File: config.mk
export PLATFORM = sky130hd
export DESIGN_NAME = mem_port_arbiter
export DESIGN_NICKNAME = d
export VERILOG_FILES = /design/src/rtl/mem_port_arbiter.sv
export SDC_FILE = /design/constraint.sdc
export NUM_CORES = 1
export LEC_CHECK = 0
export BUFFER_PORTS_ARGS = -buffer_cell sky130_fd_sc_hd__buf_4
export CAP_MARGIN = 20
export CELL_PAD_IN_SITES_DETAIL_PLACEMENT = 2
export CELL_PAD_IN_SITES_GLOBAL_PLACEMENT = 2
export CORE_UTILIZATION = 27
export DETAILED_ROUTE_END_ITERATION = 7
export PLACE_DENSITY = 0.88
export SYNTH_ARGS = -nofsm -noshare
export SYNTH_HDL_FRONTEND = slang
export SYNTH_SLANG_ARGS = --single-unit
export TNS_END_PERCENT = 1
File: constraint.sdc
create_clock -name clk_i -period 4.2 [get_ports clk_i]
set_input_delay 0.21 -clock clk_i [delete_from_list [all_inputs] [get_ports clk_i]]
set_output_delay 0.21 -clock clk_i [all_outputs]
set_load 0.05 [all_outputs]
File: src/rtl/mem_port_arbiter.sv
// N-channel access arbiter in front of a single-port synchronous RAM.
// It issues at most one access per cycle. Arbitration is either fixed priority
// or round-robin, and a channel can lock the arbiter for a burst. Read data is
// returned to the requesting channel RD_LAT+1 cycles after its grant cycle.
// The RAM must present ram_q_i RD_LAT cycles after the grant cycle, and the
// arbiter registers it at the following edge.
module mem_port_arbiter #(
  parameter int N_CH     = 2,
  parameter int ADDR_W   = 9,
  parameter int DATA_W   = 16,
  parameter int RD_LAT   = 1,
  parameter int ARB_MODE = 0
) (
  input  logic                     clk_i,
  input  logic                     rst_i,
  input  logic [N_CH-1:0]          req_i,
  input  logic [N_CH-1:0]          we_i,
  input  logic [N_CH-1:0]          lock_i,
  input  logic [N_CH*ADDR_W-1:0]   addr_i,
  input  logic [N_CH*DATA_W-1:0]   wdata_i,
  output logic [N_CH-1:0]          gnt_o,
  output logic [N_CH-1:0]          rvalid_o,
  output logic [DATA_W-1:0]        rdata_o,
  output logic [ADDR_W-1:0]        ram_addr_o,
  output logic [DATA_W-1:0]        ram_wdata_o,
  output logic                     ram_wren_o,
  output logic                     ram_rden_o,
  input  logic [DATA_W-1:0]        ram_q_i,
  output logic                     locked_o
);

  localparam int ID_W = (N_CH > 1) ? $clog2(N_CH) : 1;

  // state   | meaning
  // ST_ARB  | normal arbitration between all requesting channels
  // ST_LOCK | only owner_q may be granted, until it accepts with lock low
  typedef enum logic {ST_ARB, ST_LOCK} state_t;

  state_t             state_q, state_d;
  logic [ID_W-1:0]    owner_q, owner_d;
  logic [ID_W-1:0]    rr_ptr_q, rr_ptr_d;
  logic [ID_W-1:0]    cand;
  logic [ID_W-1:0]    sel_id;
  logic               sel_vld;
  logic               sel_we;
  logic               sel_lock;
  logic [ADDR_W-1:0]  sel_addr;
  logic [DATA_W-1:0]  sel_wdata;

  logic [ADDR_W-1:0]  ram_addr_q;
  logic [DATA_W-1:0]  ram_wdata_q;
  logic               ram_wren_q;
  logic               ram_rden_q;
  logic [N_CH-1:0]    rvalid_q;
  logic [DATA_W-1:0]  rdata_q;
  logic               locked_q;

  // Read tags travel alongside the RAM pipeline; the last stage feeds rvalid.
  logic [RD_LAT-1:0]  tag_vld_q;
  logic [ID_W-1:0]    tag_id_q [RD_LAT];

  // Pick the winning channel: the lock owner, the lowest index, or the first from rr_ptr.
  always_comb begin
    sel_vld = 1'b0;
    sel_id  = '0;
    cand    = '0;
    if (state_q == ST_LOCK) begin
      sel_vld = req_i[owner_q];
      sel_id  = owner_q;
    end else if (ARB_MODE == 0) begin
      for (int i = N_CH - 1; i >= 0; i--) begin
        cand = ID_W'(i);
        if (req_i[cand]) begin
          sel_vld = 1'b1;
          sel_id  = cand;
        end
      end
    end else begin
      for (int off = N_CH - 1; off >= 0; off--) begin
        cand = ID_W'((int'(rr_ptr_q) + off) % N_CH);
        if (req_i[cand]) begin
          sel_vld = 1'b1;
          sel_id  = cand;
        end
      end
    end
    gnt_o = '0;
    if (sel_vld && !rst_i) gnt_o[sel_id] = 1'b1;
  end

  // Route the winning channel's command fields.
  always_comb begin
    sel_we    = we_i[sel_id];
    sel_lock  = lock_i[sel_id];
    sel_addr  = '0;
    sel_wdata = '0;
    for (int i = 0; i < N_CH; i++) begin
      if (sel_id == ID_W'(i)) begin
        sel_addr  = addr_i[i*ADDR_W +: ADDR_W];
        sel_wdata = wdata_i[i*DATA_W +: DATA_W];
      end
    end
  end

  // Next FSM state, lock owner and round-robin pointer.
  // rr_ptr follows every accept, so it naturally equals owner+1 on lock exit.
  always_comb begin
    state_d  = state_q;
    owner_d  = owner_q;
    rr_ptr_d = rr_ptr_q;
    if (sel_vld) begin
      rr_ptr_d = (int'(sel_id) == N_CH - 1) ? '0 : sel_id + 1'b1;
      if (state_q == ST_ARB) begin
        if (sel_lock) begin
          state_d = ST_LOCK;
          owner_d = sel_id;
        end
      end else if (!sel_lock) begin
        state_d = ST_ARB;
        owner_d = '0;
      end
    end
  end

  // FSM registers, RAM command issue, read tag pipeline and read-data return.
  always_ff @(posedge clk_i or posedge rst_i) begin
    if (rst_i) begin
      state_q     <= ST_ARB;
      owner_q     <= '0;
      rr_ptr_q    <= '0;
      locked_q    <= 1'b0;
      ram_addr_q  <= '0;
      ram_wdata_q <= '0;
      ram_wren_q  <= 1'b0;
      ram_rden_q  <= 1'b0;
      rvalid_q    <= '0;
      rdata_q     <= '0;
      tag_vld_q   <= '0;
      for (int s = 0; s < RD_LAT; s++) tag_id_q[s] <= '0;
    end else begin
      state_q    <= state_d;
      owner_q    <= owner_d;
      rr_ptr_q   <= rr_ptr_d;
      locked_q   <= (state_d == ST_LOCK);
      ram_wren_q <= sel_vld & sel_we;
      ram_rden_q <= sel_vld & ~sel_we;
      if (sel_vld) begin
        ram_addr_q  <= sel_addr;
        ram_wdata_q <= sel_wdata;
      end
      tag_vld_q[0] <= sel_vld & ~sel_we;
      tag_id_q[0]  <= sel_id;
      for (int s = 1; s < RD_LAT; s++) begin
        tag_vld_q[s] <= tag_vld_q[s-1];
        tag_id_q[s]  <= tag_id_q[s-1];
      end
      rvalid_q <= '0;
      if (tag_vld_q[RD_LAT-1]) begin
        rvalid_q[tag_id_q[RD_LAT-1]] <= 1'b1;
        rdata_q                      <= ram_q_i;
      end
    end
  end

  assign rvalid_o    = rvalid_q;
  assign rdata_o     = rdata_q;
  assign ram_addr_o  = ram_addr_q;
  assign ram_wdata_o = ram_wdata_q;
  assign ram_wren_o  = ram_wren_q;
  assign ram_rden_o  = ram_rden_q;
  assign locked_o    = locked_q;

endmodule
==> summary.md <==
| Metric | Value |
|---|---|
| Worst setup path start | locked_o |
| Synth area leaders | dfrtp_1 58%, mux2i_1 13%, mux2_2 8.7%, a21oi_1 6.3%, nor2_1 5.4% |
| Yosys reg bits | between 40 and 50 |
| Post-synthesis sequential area ratio | 0.577 |
| Initial DRC count | 31 |
| Antenna violations before repair | 0 |
| CP Class | register to output pin |
| Placer Congestion | 0.736 |
| Met3 Track Usage GR | 0.0389 |
| Worst path max stage delay | around 0.47 ns |
| Overflow after GRT | 0 |
| DIE AREA | between 8000 and 9000 um2 |
| Grt met2 use | 0.292 |
| Pin count of the biggest net entering global routing | about 50 |
| P_leak | ~1.6 nW |
| CTS tree | done |
| Share of layout cells above drive strength 1 | 0.512 |
| Netlist cell types | 19 |
| # diodes | 0 |
| Critical R2R Capture | tag_vld_q |
| Detailed Routing Iterations Pass 1 | 2 |
| Placeable Area | around 7400 um2 |
| CP cell instances | and2_1, a21oi_4, inv_2, and3_1, buf_4 |
| Fin Setup TNS | 0 ns |
| Number of vias per cell | about 4.4 |
| Hold Path Class | input pin to asynchronous set/reset pin |
| Syn avg cell area | roughly 12 um2 |
| Critical Path RT | 3.99 ns |
| Yosys warns | 0 |
| DRT antenna net count | 0 |
| CP Max Fanout | 11 |
| Synth top area share | 0.577 |
| Row cnt | 31 |
| Total number of vias | 1749 |
| CP delay by family, top | flip-flops |
| Peak VDD IR | around 180 uV |
| Die width | between 80 and 90 um |
| Reg2reg start | locked_o |
| Slowest cell on the critical path | dfrtp_1 |
| Worst Path Arrival | approximately 1.9 ns |
| Power, Total | roughly 0.0019 W |
| Post-Layout Cell Count | between 300 and 400 |
| Final min period | around 2.1 ns |
| Dpl hpwl | about 4700 um |
| Final hold viol count | 0 |
| WL final | 6030 um |
| Max Cap Viol | 0 |
| Crit path depth | 5 |
| # DRC | 0 |
| Highest clock rate | between 400 and 500 MHz |
| Cell count after placement | between 300 and 400 |
| Worst Path Buf+Inv | 2 |
| Worst-Skew Late Latency | just under 0.3 ns |
| Clock Path Buffers | 2 |
| First-pass GRT wire length | approximately 10000 um |
| Worst clock skew | between 0.006 and 0.007 ns |
| GRT Resource Usage Total | 0.160 |
| CTS Sinks | 48 |
| Setup Buffers After CTS | 0 |
| Mapped Cells | approximately 170 |
| GR peak layer | met2 |
| Post-CTS Resized | 0 |
| Initial core utilization | 0.282 |
| Layout area overhead | 51.8% |
| # H-tree levels | 2 |
| Worst relative slew slack | 0.509 |
| R2R depth | 5 |
| Critical Path Start Type | register |
| Cell taking the most area after synthesis | dfrtp_1 |
| CTS Root Cell | clkbuf_8 |
| Unrepaired setup endpoints after global routing | no |
| Post-CTS Hold Fix Bufs | 0 |
| IO Count | approximately 120 |
| Critical path endpoint category | output pin |
| Fillers | around 810 |
| Final setup fails | 0 |
| Layout Nets | approximately 370 |
| Syn nets | 247 |
| Vias in the first global route | roughly 2000 |
| Fin crit share | 0.493 |
| Worst setup path end | gnt_o[1] |
| Run status | finished clean |
| Die height | around 90 um |
| Post-Syn Area | roughly 2100 um2 |
| Flop2flop setup slack | 2.16 ns |
| Slew Limit Fails | 0 |
| P per Cell Area | 586 nW/um2 |
| WL/cell | 15.3 um |
| Clock transition at path regs | 0.09 ns |
| CTS buffer count | 5 |
| Port Buffers | between 100 and 150 |
| Slew of the pin with the lowest slew margin | around 0.74 ns |
| Met1 global-route usage | 0.192 |
-- worst min path at each step --
stage	endpoint	slack (ns)	depth (start not counted)
3_3_place_gp	rvalid_o[0]	0.41	1
4_1_cts	rdata_o[12]	0.14	2
3_5_place_dp	rvalid_o[0]	0.41	1
2_1_floorplan	locked_o	0.35	2
5_1_grt	rdata_o[12]	0.14	2
6_report	ram_wdata_o[9]	0.12	3
-- cell usage in the layout, fill, tap and decap left out --
master	instances
buf_4	124
dfrtp_1	48
nor2_1	30
mux2i_1	27
a21oi_1	26
mux2_2	16
clkbuf_8	6
and2_1	3
nor2b_1	3
a21oi_4	2
inv_2	2
nand2_1	2
nand2b_1	1
and3_1	1
a221oi_1	1
a32o_1	1
clkinvlp_4	1
clkbuf_1	1
-- logic make-up (layout without fill, tap and decap cells) --
family          Yosys count  count (layout)  share of synthesized area
flops                    48              48                      0.577
mux                      43              43                      0.216
simple gates             40              40                     0.0818
compound gates           30              30                     0.0800
buf+inv                  12             134                     0.0445
-- sequential cells by signal (all words and copies together) (netlist names) --
register     count
locked_o         1
owner_q          1
ram_addr_o       9
ram_wdata_o     16
ram_wren_o       1
rdata_o         16
rvalid_o         2
tag_id_q         1
tag_vld_q        1
-- synthesized netlist by cell type --
cell type and number:
mux2i_1 27, and3_1 1, a21oi_1 26, buf_12 2, a32o_1 1, nand2_1 2
mux2_2 16, dfrtp_1 48, inv_1 1, buf_6 1, a221oi_1 1, a21oi_2 2
inv_2 1, buf_2 6, nor2b_1 3, and2_1 3, nor2_1 30, nand2b_1 1
clkbuf_1 1
-- area by class of cell --
class                   instances  area (um2)  area share
inverters                       2        7.51     0.00238
clock inverters                 1        7.51     0.00238
flip-flops and latches         48        1200       0.380
repair buffers                124         931       0.295
clock buffers                   7        86.3      0.0273
multi-input cells             113         802       0.254
well taps                      99         124      0.0392
-- per-stage QoR --
step	setup WS [ns]	instance area, um2	util	hold WS (ns)
after floorplan	2.14	2080	-	0.352
after global placement	2.30	3070	0.416	0.407
after detailed placement	2.12	3070	0.416	0.414
after CTS	2.08	3160	0.429	0.141
after global routing	1.97	3160	0.429	0.139
final	2.13	3160	0.429	0.119
-- worst min-delay path: stages --
cell and delay, ns:
buf_4 0.12, inv_2 0.05, buf_4 0.50
-- layer usage --
metal  vias up  share of wire
met5         -              0
met4         0         0.0056
met3         4          0.067
met2        68           0.54
met1       848           0.38
li1        829              -
-- report_power, final --
group	internal (W)	switching, W
clock network	0.000134	0.000149
logic	0.000305	0.000607
registers	0.000581	0.0000755
(Power assumes the default switching activity.)
